## config.mk

```make
export PLATFORM = sky130hd
export DESIGN_NAME = chip8_fetch
export DESIGN_NICKNAME = d
export VERILOG_FILES = /design/src/rtl/chip8_pkg.sv /design/src/rtl/chip8_fetch.sv
export SDC_FILE = /design/constraint.sdc
export NUM_CORES = 1
export LEC_CHECK = 0
export BUFFER_PORTS_ARGS = -buffer_cell sky130_fd_sc_hd__buf_2
export CORE_MARGIN = 2
export CORE_UTILIZATION = 57
export DETAILED_ROUTE_END_ITERATION = 12
export PLACE_DENSITY = 0.83
export SLEW_MARGIN = 20
export SYNTH_ARGS = -nofsm -noshare
export SYNTH_HDL_FRONTEND = slang
export SYNTH_SLANG_ARGS = --single-unit
```

## constraint.sdc

```tcl
create_clock -name clk -period 6.83 [get_ports clk]
set_input_delay 1.0245 -clock clk [delete_from_list [all_inputs] [get_ports clk]]
set_output_delay 1.0245 -clock clk [all_outputs]
set_load 0.1 [all_outputs]
```

## src/rtl/chip8_pkg.sv

```systemverilog
// -----------------------------------------------------------------------------
// chip8_pkg
//
// Shared constants and types for the CHIP-8 core.
//   CHIP8_ADDR_W   : byte address width of the shared 4 KiB memory
//   CHIP8_RESET_PC : program entry point after reset
//   CHIP8_INSTR_W  : opcode width
//   fetch_state_e  : state encoding of the instruction fetch FSM
// -----------------------------------------------------------------------------
package chip8_pkg;

  localparam int CHIP8_ADDR_W   = 12;
  localparam int CHIP8_RESET_PC = 'h200;
  localparam int CHIP8_INSTR_W  = 16;

  typedef enum logic [2:0] {
    FETCH_REQ_HI  = 3'd0,
    FETCH_WAIT_HI = 3'd1,
    FETCH_REQ_LO  = 3'd2,
    FETCH_WAIT_LO = 3'd3,
    FETCH_HOLD    = 3'd4,
    FETCH_DRAIN   = 3'd5,
    FETCH_FAULT   = 3'd6
  } fetch_state_e;

  // True for the states that drive a memory read request.
  function automatic logic is_req_state(fetch_state_e s);
    return (s == FETCH_REQ_HI) || (s == FETCH_REQ_LO);
  endfunction

endpackage

```

## src/rtl/chip8_fetch.sv

```systemverilog
// -----------------------------------------------------------------------------
// chip8_fetch
//
// Instruction fetch unit. Reads the two big-endian opcode bytes at the fetch
// PC from the shared byte-wide memory, assembles the 16-bit opcode and offers
// it to the CPU over a valid/ready handshake. Owns the fetch PC: +2 on every
// accepted instruction, or a CPU-supplied redirect (jump/skip/call/return).
//
// Optional feature (compile-time macro CHIP8_FETCH_ALIGN_CHECK_EN):
//   when defined, an odd fetch PC parks the unit in FAULT with `fault` high
//   until a redirect supplies a new PC; when undefined odd PCs are fetched
//   normally and `fault` is tied low.
//
// Ports:
//   clk, rst            clock, asynchronous active-high reset
//   mem_req/mem_addr    read request and byte address (held until granted)
//   mem_gnt             arbiter grant (accept = mem_req & mem_gnt)
//   mem_rvalid/rdata    read byte, one cycle after the accepting cycle
//   instr_valid/instr   opcode {byte[pc], byte[pc+1]} offered to the CPU
//   instr_pc            address of instr
//   instr_ready         CPU accepts the instruction
//   redirect_valid/pc   load a new fetch PC
//   fault               sticky misaligned-fetch flag
//
// All outputs are registered: the output process decodes the *next* state
// and the registers capture it, so outputs line up with the state register.
// -----------------------------------------------------------------------------
module chip8_fetch
  import chip8_pkg::*;
#(
  parameter int                ADDR_W   = CHIP8_ADDR_W,
  parameter logic [ADDR_W-1:0] RESET_PC = ADDR_W'(CHIP8_RESET_PC)
) (
  input  logic                     clk,
  input  logic                     rst,
  output logic                     mem_req,
  output logic [ADDR_W-1:0]        mem_addr,
  input  logic                     mem_gnt,
  input  logic                     mem_rvalid,
  input  logic [7:0]               mem_rdata,
  output logic                     instr_valid,
  output logic [CHIP8_INSTR_W-1:0] instr,
  output logic [ADDR_W-1:0]        instr_pc,
  input  logic                     instr_ready,
  input  logic                     redirect_valid,
  input  logic [ADDR_W-1:0]        redirect_pc,
  output logic                     fault
);

  fetch_state_e state_reg, state_next;
  logic [ADDR_W-1:0] pc_reg, pc_next;

  logic                     mem_req_reg, mem_req_next;
  logic [ADDR_W-1:0]        mem_addr_reg, mem_addr_next;
  logic                     instr_valid_reg, instr_valid_next;
  logic [CHIP8_INSTR_W-1:0] instr_reg;
  logic [ADDR_W-1:0]        instr_pc_reg;

  // A read is accepted only when our registered request meets the grant.
  // This keeps the first post-reset cycle (request still low) from being
  // mistaken for an accepted read even if the grant is tied high.
  logic accept;
  assign accept = mem_req_reg & mem_gnt;

  // ---------------------------------------------------------------------------
  // State register plus registered outputs / datapath
  // ---------------------------------------------------------------------------
  always_ff @(posedge clk or posedge rst) begin
    if (rst) begin
      state_reg       <= FETCH_REQ_HI;
      pc_reg          <= RESET_PC;
      mem_req_reg     <= 1'b0;
      mem_addr_reg    <= '0;
      instr_valid_reg <= 1'b0;
      instr_reg       <= '0;
      instr_pc_reg    <= '0;
    end else begin
      state_reg       <= state_next;
      pc_reg          <= pc_next;
      mem_req_reg     <= mem_req_next;
      mem_addr_reg    <= mem_addr_next;
      instr_valid_reg <= instr_valid_next;
      // Bytes are latched only on the transitions that consume them, so a
      // response killed by a redirect never reaches the opcode register.
      if (state_reg == FETCH_WAIT_HI && state_next == FETCH_REQ_LO) begin
        instr_reg[15:8] <= mem_rdata;
      end
      if (state_reg == FETCH_WAIT_LO && state_next == FETCH_HOLD) begin
        instr_reg[7:0] <= mem_rdata;
        instr_pc_reg   <= pc_reg;
      end
    end
  end

  // ---------------------------------------------------------------------------
  // Next-state and next-PC logic
  // ---------------------------------------------------------------------------
  always_comb begin
    state_next = state_reg;
    pc_next    = pc_reg;

    case (state_reg)
      FETCH_REQ_HI: begin
        if (redirect_valid) begin
          pc_next    = redirect_pc;
          // An accepted read still owes us a response; it must be dropped.
          state_next = accept ? FETCH_DRAIN : FETCH_REQ_HI;
        end else if (accept) begin
          state_next = FETCH_WAIT_HI;
        end
      end

      FETCH_WAIT_HI: begin
        if (redirect_valid) begin
          pc_next    = redirect_pc;
          // The response normally lands in this very cycle; if it did, it is
          // simply not latched and nothing is left to drain.
          state_next = mem_rvalid ? FETCH_REQ_HI : FETCH_DRAIN;
        end else if (mem_rvalid) begin
          state_next = FETCH_REQ_LO;
        end
      end

      FETCH_REQ_LO: begin
        if (redirect_valid) begin
          pc_next    = redirect_pc;
          state_next = accept ? FETCH_DRAIN : FETCH_REQ_HI;
        end else if (accept) begin
          state_next = FETCH_WAIT_LO;
        end
      end

      FETCH_WAIT_LO: begin
        if (redirect_valid) begin
          pc_next    = redirect_pc;
          state_next = mem_rvalid ? FETCH_REQ_HI : FETCH_DRAIN;
        end else if (mem_rvalid) begin
          state_next = FETCH_HOLD;
        end
      end

      FETCH_HOLD: begin
        if (instr_ready) begin
          pc_next    = redirect_valid ? redirect_pc : pc_reg + ADDR_W'(2);
          state_next = FETCH_REQ_HI;
        end
      end

      FETCH_DRAIN: begin
        if (redirect_valid) begin
          pc_next = redirect_pc;
        end
        if (mem_rvalid) begin
          state_next = FETCH_REQ_HI;
        end
      end

`ifdef CHIP8_FETCH_ALIGN_CHECK_EN
      FETCH_FAULT: begin
        if (redirect_valid) begin
          pc_next    = redirect_pc;
          state_next = FETCH_REQ_HI;
        end
      end
`endif

      default: begin
        state_next = FETCH_REQ_HI;
      end
    endcase

`ifdef CHIP8_FETCH_ALIGN_CHECK_EN
    // Every path into REQ_HI funnels through here, so an odd PC from any
    // source (redirect, drain exit, fault exit) is caught before a request.
    if (state_next == FETCH_REQ_HI && pc_next[0]) begin
      state_next = FETCH_FAULT;
    end
`endif
  end

  // ---------------------------------------------------------------------------
  // Output decode of the next state (captured by the register process)
  // ---------------------------------------------------------------------------
  always_comb begin
    mem_req_next     = is_req_state(state_next);
    mem_addr_next    = mem_addr_reg;
    instr_valid_next = (state_next == FETCH_HOLD);
    if (state_next == FETCH_REQ_HI) begin
      mem_addr_next = pc_next;
    end else if (state_next == FETCH_REQ_LO) begin
      mem_addr_next = pc_next + ADDR_W'(1);
    end
  end

`ifdef CHIP8_FETCH_ALIGN_CHECK_EN
  logic fault_reg;

  always_ff @(posedge clk or posedge rst) begin
    if (rst) begin
      fault_reg <= 1'b0;
    end else begin
      fault_reg <= (state_next == FETCH_FAULT);
    end
  end

  assign fault = fault_reg;
`else
  assign fault = 1'b0;
`endif

  assign mem_req     = mem_req_reg;
  assign mem_addr    = mem_addr_reg;
  assign instr_valid = instr_valid_reg;
  assign instr       = instr_reg;
  assign instr_pc    = instr_pc_reg;

endmodule

```

==> results.toml, run 1 <==
[critical_path]
timing.setup.critical_path_class = "input pin to register"
critPathBufInv = 1
worst-endpoint-arrival_ns = 3.63
setup.worst_path.end_class = "register"
cpPeakStageDelay_ns = 0.58
critical_path.startpoint_type = "input pin"
cp_slowest_cell = "o311ai_1"
critical_path.top_delay_family = "simple AND/OR/NAND/NOR gates"
cp.required_ns = 7.05
critical_path_fanout_max = 31
worstPathCellList = "buf_2 > nand2b_1 > o311ai_1 > nor2b_1 > nand3_2 > mux2_1"

[final_layout]
largest_register_ff_count = 16
antenna_cells = 0
multi_input_area_mm2 = 0.00154
n_fill_cell = 408
num-nets-final = 376
register_cell_area_after_layout_mm2 = 0.00143
mostFrequentLayoutCell = "buf_2"
drive_gt1_share_pct = 31.0
final_cell_mix = "67 x buf_2, 56 x dfrtp_1, 26 x nand2_1"
area.growth.synth_to_final_pct = 16.6

[yosys]
synthFlopType = "dfrtp_1"
synth-edff-count = 0
synthesis.instances = 291
synth.ff_latch_count = 57
synth_nets = 319
postSynth.asyncResetShare_pct = 100
yosysUniqueCellTypes = 72
seq_area_frac_synth_pct = 46.3
synthesis.yosys.warnings = 0
post_synth.cell_area_avg_um2 = 10.6
synth.largest_area_cell = "dfrtp_1"
yosysTopAreaCellShare_pct = 45.4
synth_top_cells_by_area = "dfrtp_1 45%, mux2_1 5.5%, mux2_2 5.1%, nand2_1 3.2%, nand2b_1 2.2%"
netlist_area_mm2 = 0.00309

[routing]
wl_met3_um = 446
met2WireLength_mm = 3.41
drc_errors = 0
routed_via_density = 5.98
dr.first_iter.drc_count = 312
routed-via-count = 2524
finalWirelength_mm = 7.08
wire_per_inst_um = 16.8
final_antenna_net_count = 0
detailedRoute.firstPassIterationCount = 5
routedLengthMet1_mm = 3.12
top_signal_layer_used = "met4"

[grt]
first_global_vias = 2439
grt_first_pass_wirelength_mm = 12.0
grt.total_usage_pct = 25.7
antenna_found_initial = 0
overflow = 0
pin_count_of_the_biggest_net_entering_global_routing = 58

[clock_network]
tritoncts_clock_tree = "done"
clock_sink_total = 57
numCtsBuffers = 9
post_cts_buffers = 0
clk_path_buf_depth = 2
skew_pair_late_insertion_delay_ns = 0.34
clkTransAtPathRegs_ns = 0.07
ctsRootBufferMaster = "clkbuf_8"
number_of_buffers_inserted_by_hold_repair_at_cts = 0
cts_max_level = 3
postCtsResizedCells = 0

[placement]
place.gp.congestion = 0.842
io_buffer_count = 67
detailed_placement_hpwl_mm = 4.95

[run_status]
run_status = "finished clean"

[timing]
worst_slew_pin_slew_ns = 0.861
fin_crit_sh_pct = 49.9
worst_hold_slack_ns = 0.472
report.final.hold_viol_count = 0
slew_limit_headroom_pct = 42.4
f_max_mhz = 294
setup_violations = 0
setup-tns-final_ns = 0
fin_skew_ns = 0.0125
rsz_0062_raised_after_global_routing = "false"
period_minus_slack_ns = 3.41
maxSlewViolCount = 0

[floorplanning]
start_util_pct = 59.7
design.die.area_mm2 = 0.00602
fp.dieW_um = 77.6
std_cell_rows = 26
design.core.area_mm2 = 0.00517
floorplan.die.height_um = 77.6
number_of_i_o_pins = 69

[flow_run]
maxCapViolations = 0

[worst_hold_path]
worstHoldPathType = "register to register"
[through the flow]
step / cells / setup WS (ns) / cell area, um^2 / utilization (%)
floorplan: 291 / 3.75 / 3090 / -
global placement: 407 / 2.86 / 3410 / 66.0
detailed placement: 407 / 2.71 / 3410 / 66.0
CTS: 422 / 3.06 / 3580 / 69.3
global route: 422 / 3.16 / 3600 / 69.6
finish: 422 / 3.42 / 3600 / 69.6
[final timing paths]
kind                           startpoint     endpoint  slack (ns)  cells after the start
min in group asynchronous             rst    instr[12]        0.86                      3
hold / removal                instr_pc[2]  instr_pc[2]        0.47                      2
setup / recovery           redirect_valid     instr[1]        3.42                      6
setup reg to reg             state_reg[2]     instr[1]        3.89                      5
max in group asynchronous             rst    pc_reg[7]        5.46                      3
hold reg to reg               instr_pc[2]  instr_pc[2]        0.47                      2
[cell families after synthesis]
kind of cell / count (synthesis) / synth area share [%]
AOI/OAI and AO/OA: 67 / 15.9
xor gates and xnor gates: 10 / 2.84
adders and majority gates: 2 / 0.811
buffers and inverters: 29 / 4.42
DFF: 57 / 46.3
muxes: 32 / 11.6
other: 1 / 0.122
and+or+nand+nor: 93 / 18.0
[worst reg2reg max path, delay by kind of cell (launching register included)]
kind / cells / cell delay [ns]
AND/OR/NAND/NOR: 3 / 1.09
flip-flops: 1 / 0.62
AO/OA/AOI/OAI: 1 / 0.58
multiplexers: 1 / 0.53
[synthesized netlist by cell type, drive strengths merged (2+ instances only)]
cell type,instances
and2,2
nor2,5
nor2b,4
nand2b,11
or4,2
a21oi,9
inv,7
dfrtp,56
or3b,3
o32ai,2
mux2i,3
o22ai,3
a31oi,3
or2,4
a211o,2
and4,2
o32a,2
nand2,26
nand3,13
nand3b,3
o21ai,19
nand4,5
xnor2,5
mux2,29
a21boi,3
ha,2
o211ai,2
clkbuf,9
a311oi,2
xor2,5
nand4b,2
a211oi,4
buf,13
and3,2
o221a,2
[layer usage]
metal,up-vias,global-route usage [%]
met4,0,10.0
met5,-,0
li1,1186,-
met3,12,5.12
met2,109,40.9
met1,1217,34.7
[area by class of cell]
cell class	count	area share [%]
multi-input combinational	205	42.8
clock buffer	13	4.42
sequential	57	39.7
clock inverter	2	0.382
inverter	7	0.730
timing repair buffer	68	9.53
tap	70	2.43
Power of run 1 is not shown: default switching activity piles up to over one toggle a cycle in this logic, so the estimate is an artifact.
==> inputs of run 2 (changes only) <==
--- a/config.mk
+++ b/config.mk
@@ -7,9 +7,9 @@
 export LEC_CHECK = 0
 export BUFFER_PORTS_ARGS = -buffer_cell sky130_fd_sc_hd__buf_2
 export CORE_MARGIN = 2
-export CORE_UTILIZATION = 57
+export CORE_UTILIZATION = 49
 export DETAILED_ROUTE_END_ITERATION = 12
-export PLACE_DENSITY = 0.83
+export PLACE_DENSITY = 0.76
 export SLEW_MARGIN = 20
 export SYNTH_ARGS = -nofsm -noshare
 export SYNTH_HDL_FRONTEND = slang
==> constraint.sdc (replaced) <==
create_clock -name clk -period 2.8 [get_ports clk]
set_input_delay 0.42 -clock clk [delete_from_list [all_inputs] [get_ports clk]]
set_output_delay 0.42 -clock clk [all_outputs]
set_load 0.1 [all_outputs]
==> run 2 against run 1 <==
Net effect:
- count of clock-buffer cells in the layout shrank 1
- largest cell class unchanged
- core utilization shrank 6.5 points
- hold slack got worse by 0.43 ns
- first-iteration DRC count up 11%
- final cell count up 6.2%
- global-route usage shrank 1.3 points
==> results.toml, run 2 (synthesis gave the netlist of run 1 again) <==
[critical_path]
cp-startpoint = "state_reg[1]"
critical_path.reg2reg.startpoint = "state_reg[1]"
critical_path_fanout_max = 14
setup.worst_path.end = "mem_addr[11]"
regToRegEndpoint = "mem_addr[11]"
setup.reg_to_reg.worst_slack_ns = 0.15
worst-endpoint-arrival_ns = 2.93
timing.setup.critical_path_class = "register to register"
reg2reg_depth = 7
cp_num_cells = 7
setup.worst_path.end_class = "register"
critPathBufInv = 0
critical_path.startpoint_type = "register"
critical_path.top_delay_family = "simple AND/OR/NAND/NOR gates"
cpPeakStageDelay_ns = 0.56
worstPathCellList = "nand4bb_4 > or2_4 > or3_1 > a32oi_1 > nand3_2 > or4_1 > nand3_1"
cp_slowest_cell = "dfrtp_1"
cp.required_ns = 3.08

[timing]
period_minus_slack_ns = 2.65
setup-tns-final_ns = 0
fin_skew_ns = 0.00486
fin_crit_sh_pct = 94.7
report.final.hold_viol_count = 0
rsz_0062_raised_after_global_routing = "false"
maxSlewViolCount = 0
worst_slew_pin_slew_ns = 0.615
f_max_mhz = 377
setup_violations = 0
slew_limit_headroom_pct = 58.9

[routing]
dr.first_iter.drc_count = 347
detailedRoute.firstPassIterationCount = 5
routedLengthMet1_mm = 3.50
wire_per_inst_um = 17.5
drc_errors = 0
routed_via_density = 5.76
met2WireLength_mm = 3.66
wl_met3_um = 534
routed-via-count = 2582
finalWirelength_mm = 7.86
final_antenna_net_count = 0
top_signal_layer_used = "met4"

[clock_network]
clk_path_buf_depth = 2
numCtsBuffers = 9
clock_sink_total = 57
number_of_buffers_inserted_by_hold_repair_at_cts = 0
skew_pair_late_insertion_delay_ns = 0.34
ctsRootBufferMaster = "clkbuf_8"
tritoncts_clock_tree = "done"
clkTransAtPathRegs_ns = 0.07
cts_max_level = 3

[final_layout]
num-nets-final = 396
drive_gt1_share_pct = 35.1
mostFrequentLayoutCell = "buf_2"
antenna_cells = 0
largest_register_ff_count = 16
final_cell_mix = "67 x buf_2, 55 x dfrtp_1, 26 x nand2_1"
area.growth.synth_to_final_pct = 22.4

[placement]
place.gp.congestion = 0.895
detailed_placement_hpwl_mm = 5.68
io_buffer_count = 67

[worst_hold_path]
worstHoldPathType = "input pin to async pin"

[grt]
antenna_found_initial = 0
grt_first_pass_wirelength_mm = 13.4
grt.total_usage_pct = 24.4
overflow = 0
first_global_vias = 2654
pin_count_of_the_biggest_net_entering_global_routing = 42

[floorplanning]
design.die.area_mm2 = 0.00695
floorplan.die.height_um = 83.4
design.core.area_mm2 = 0.00599
number_of_i_o_pins = 69
fp.dieW_um = 83.4
std_cell_rows = 28
start_util_pct = 51.5

[flow_run]
maxCapViolations = 0

[run_status]
run_status = "finished clean"
## run 2: cell types whose count changed in the layout (fill, tap and decap cells not counted), sizes merged
cell	delta
clkbuf	-1
clkinvlp	+1
buf	+20
bufinv	+1
## run 2: how the worst min path moves through the flow
stage                   start          end  slack [ns]  cells past startpoint
finish                    rst     instr[3]        0.04                      2
CTS                       rst     instr[3]        0.05                      2
global route              rst     instr[3]        0.07                      2
global placement          rst     instr[3]        0.40                      2
floorplan           pc_reg[0]  instr_pc[0]        0.45                      1
detailed placement        rst     instr[3]        0.42                      2
## run 2: area by class of cell
| type | instances | area (um^2) |
|---|---|---|
| timing repair buffer | 88 | 493 |
| clock buffer | 12 | 155 |
| multi-input combinational | 205 | 1530 |
| clock inverter | 4 | 51.3 |
| sequential | 57 | 1430 |
| inverter | 7 | 26.3 |
| tap | 75 | 93.8 |
| fill | 500 | 2210 |
## run 2: timing repair
item                                    in CTS  in global routing
endpoints found under the setup margin       0                  1
hold endpoints to repair                     0                  0
setup buffers                                0                  0
resized for setup                            0                  1
## run 2: per-layer routing
| metal | vias to the layer above | global-route usage, % |
|---|---|---|
| met5 | - | 0 |
| met4 | 0 | 10.9 |
| met3 | 18 | 4.37 |
| met2 | 112 | 38.5 |
| met1 | 1237 | 32.9 |
| li1 | 1215 | - |
## run 2: per-stage QoR
| step | instance area, um^2 | hold WS [ns] | setup WS (ns) | util, % | cells |
|---|---|---|---|---|---|
| 2_1_floorplan | 3090 | 0.452 | 0.221 | - | 291 |
| 3_3_place_gp | 3570 | 0.403 | 0.179 | 59.6 | 432 |
| 3_5_place_dp | 3570 | 0.416 | 0.173 | 59.6 | 432 |
| 4_1_cts | 3770 | 0.0465 | 0.145 | 63.0 | 448 |
| 5_1_grt | 3780 | 0.0653 | 0.0329 | 63.0 | 448 |
| 6_report | 3780 | 0.0429 | 0.149 | 63.0 | 448 |
Power of run 2 is left out for the same reason.
==> inputs of run 3 (changes only) <==
--- a/config.mk
+++ b/config.mk
@@ -9,7 +9,7 @@
 export CORE_MARGIN = 2
 export CORE_UTILIZATION = 49
 export DETAILED_ROUTE_END_ITERATION = 12
-export PLACE_DENSITY = 0.76
+export PLACE_DENSITY = 0.85
 export SLEW_MARGIN = 20
 export SYNTH_ARGS = -nofsm -noshare
 export SYNTH_HDL_FRONTEND = slang
==> run 3 against run 2 <==
Net effect:
- design area up 0.76%
- maximum frequency up 0.47%
- first-iteration DRC count down 36%
- routed wire length down 1.2%
- core utilization up 0.48 points
- flip-flop and latch count unchanged
- critical endpoint unchanged
==> results.toml, run 3 (synthesis gave the netlist of run 1 again) <==
[critical_path]
critical_path_fanout_max = 13
worst-endpoint-arrival_ns = 2.92
setup.worst_path.end_class = "register"
timing.setup.critical_path_class = "register to register"
cp_slowest_cell = "dfrtp_1"
regToRegEndpoint = "mem_addr[11]"
critical_path.reg2reg.startpoint = "state_reg[1]"
critical_path.startpoint_type = "register"
cpPeakStageDelay_ns = 0.50
cp.required_ns = 3.08
worstPathCellList = "nand4bb_4 > or2_4 > or3_1 > a32oi_1 > nand3_2 > or4_1 > nand3_1"
setup.reg_to_reg.worst_slack_ns = 0.16
reg2reg_depth = 7
cp-startpoint = "state_reg[1]"

[final_layout]
num-nets-final = 397
drive_gt1_share_pct = 35.1
mostFrequentLayoutCell = "buf_2"
largest_register_ff_count = 16
final_cell_mix = "67 x buf_2, 56 x dfrtp_1, 26 x nand2_1"
antenna_cells = 0
area.growth.synth_to_final_pct = 23.3

[floorplanning]
design.core.area_mm2 = 0.00599
std_cell_rows = 28
number_of_i_o_pins = 69
floorplan.die.height_um = 83.4
fp.dieW_um = 83.4
start_util_pct = 51.5
design.die.area_mm2 = 0.00695

[grt]
overflow = 0
grt.total_usage_pct = 23.9
antenna_found_initial = 0
grt_first_pass_wirelength_mm = 13.2
pin_count_of_the_biggest_net_entering_global_routing = 58
first_global_vias = 2693

[clock_network]
post_cts_buffers = 0
postCtsResizedCells = 0
tritoncts_clock_tree = "done"
clock_sink_total = 57
clkTransAtPathRegs_ns = 0.08
clk_path_buf_depth = 2
skew_pair_late_insertion_delay_ns = 0.34
ctsRootBufferMaster = "clkbuf_8"
number_of_buffers_inserted_by_hold_repair_at_cts = 0
cts_max_level = 3
numCtsBuffers = 9

[timing]
f_max_mhz = 379
setup-tns-final_ns = 0
fin_skew_ns = 0.0125
layout_setup_ws_ns = 0.161
rsz_0062_raised_after_global_routing = "false"
report.final.hold_viol_count = 0
setup_violations = 0
fin_crit_sh_pct = 94.2
maxSlewViolCount = 0
slew_limit_headroom_pct = 52.7
period_minus_slack_ns = 2.64
worst_slew_pin_slew_ns = 0.709

[routing]
finalWirelength_mm = 7.76
final_antenna_net_count = 0
routed-via-count = 2624
routed_via_density = 5.86
wire_per_inst_um = 17.3
drc_errors = 0
detailedRoute.firstPassIterationCount = 5
dr.first_iter.drc_count = 222

[placement]
dp_slack_ns = 0.170
detailed_placement_hpwl_mm = 5.76
place.gp.congestion = 0.932
io_buffer_count = 67

[run_status]
run_status = "finished clean"

[flow_run]
maxCapViolations = 0

[worst_hold_path]
worstHoldPathType = "input pin to async pin"
run 3: area by class of cell:
| type | instances | area, um^2 |
|---|---|---|
| fill | 490 | 2190 |
| multi-input combinational | 205 | 1530 |
| sequential | 57 | 1430 |
| timing repair buffer | 89 | 513 |
| clock buffer | 10 | 138 |
| tap | 75 | 93.8 |
| clock inverter | 5 | 78.8 |
| inverter | 7 | 26.3 |
run 3: critical path: cells and delay by family, from the launching register on:
kind,cells,cell delay [ns]
compound gates,1,0.41
simple gates,6,1.67
flops,1,0.50
run 3: metal layers:
metal  wire length [um]  track usage (%)  vias to the layer above
li1                   -                -                     1221
met1               3490             32.4                     1296
met2               3630             37.8                       92
met3                524             4.97                       15
met4                117             8.94                        0
met5                  0                0                        -
run 3: metrics by stage:
step | utilization [%] | cells | instance area [um^2] | hold WS [ns]
2_1_floorplan | - | 291 | 3090 | 0.452
3_3_place_gp | 59.9 | 433 | 3590 | 0.456
3_5_place_dp | 59.9 | 433 | 3590 | 0.466
4_1_cts | 63.5 | 448 | 3800 | 0.296
5_1_grt | 63.5 | 448 | 3800 | 0.307
6_report | 63.5 | 448 | 3800 | 0.272
run 3: worst max-delay path by stage:
stage,slack [ns],endpoint,cells past startpoint
after CTS,0.17,mem_addr[11],7
after detailed placement,0.17,mem_addr[11],7
after global routing,0.01,mem_addr[10],9
after floorplan,0.22,instr[0],8
after global placement,0.23,mem_addr[11],7
final,0.16,mem_addr[11],7
Power of run 3 is left out for the same reason.
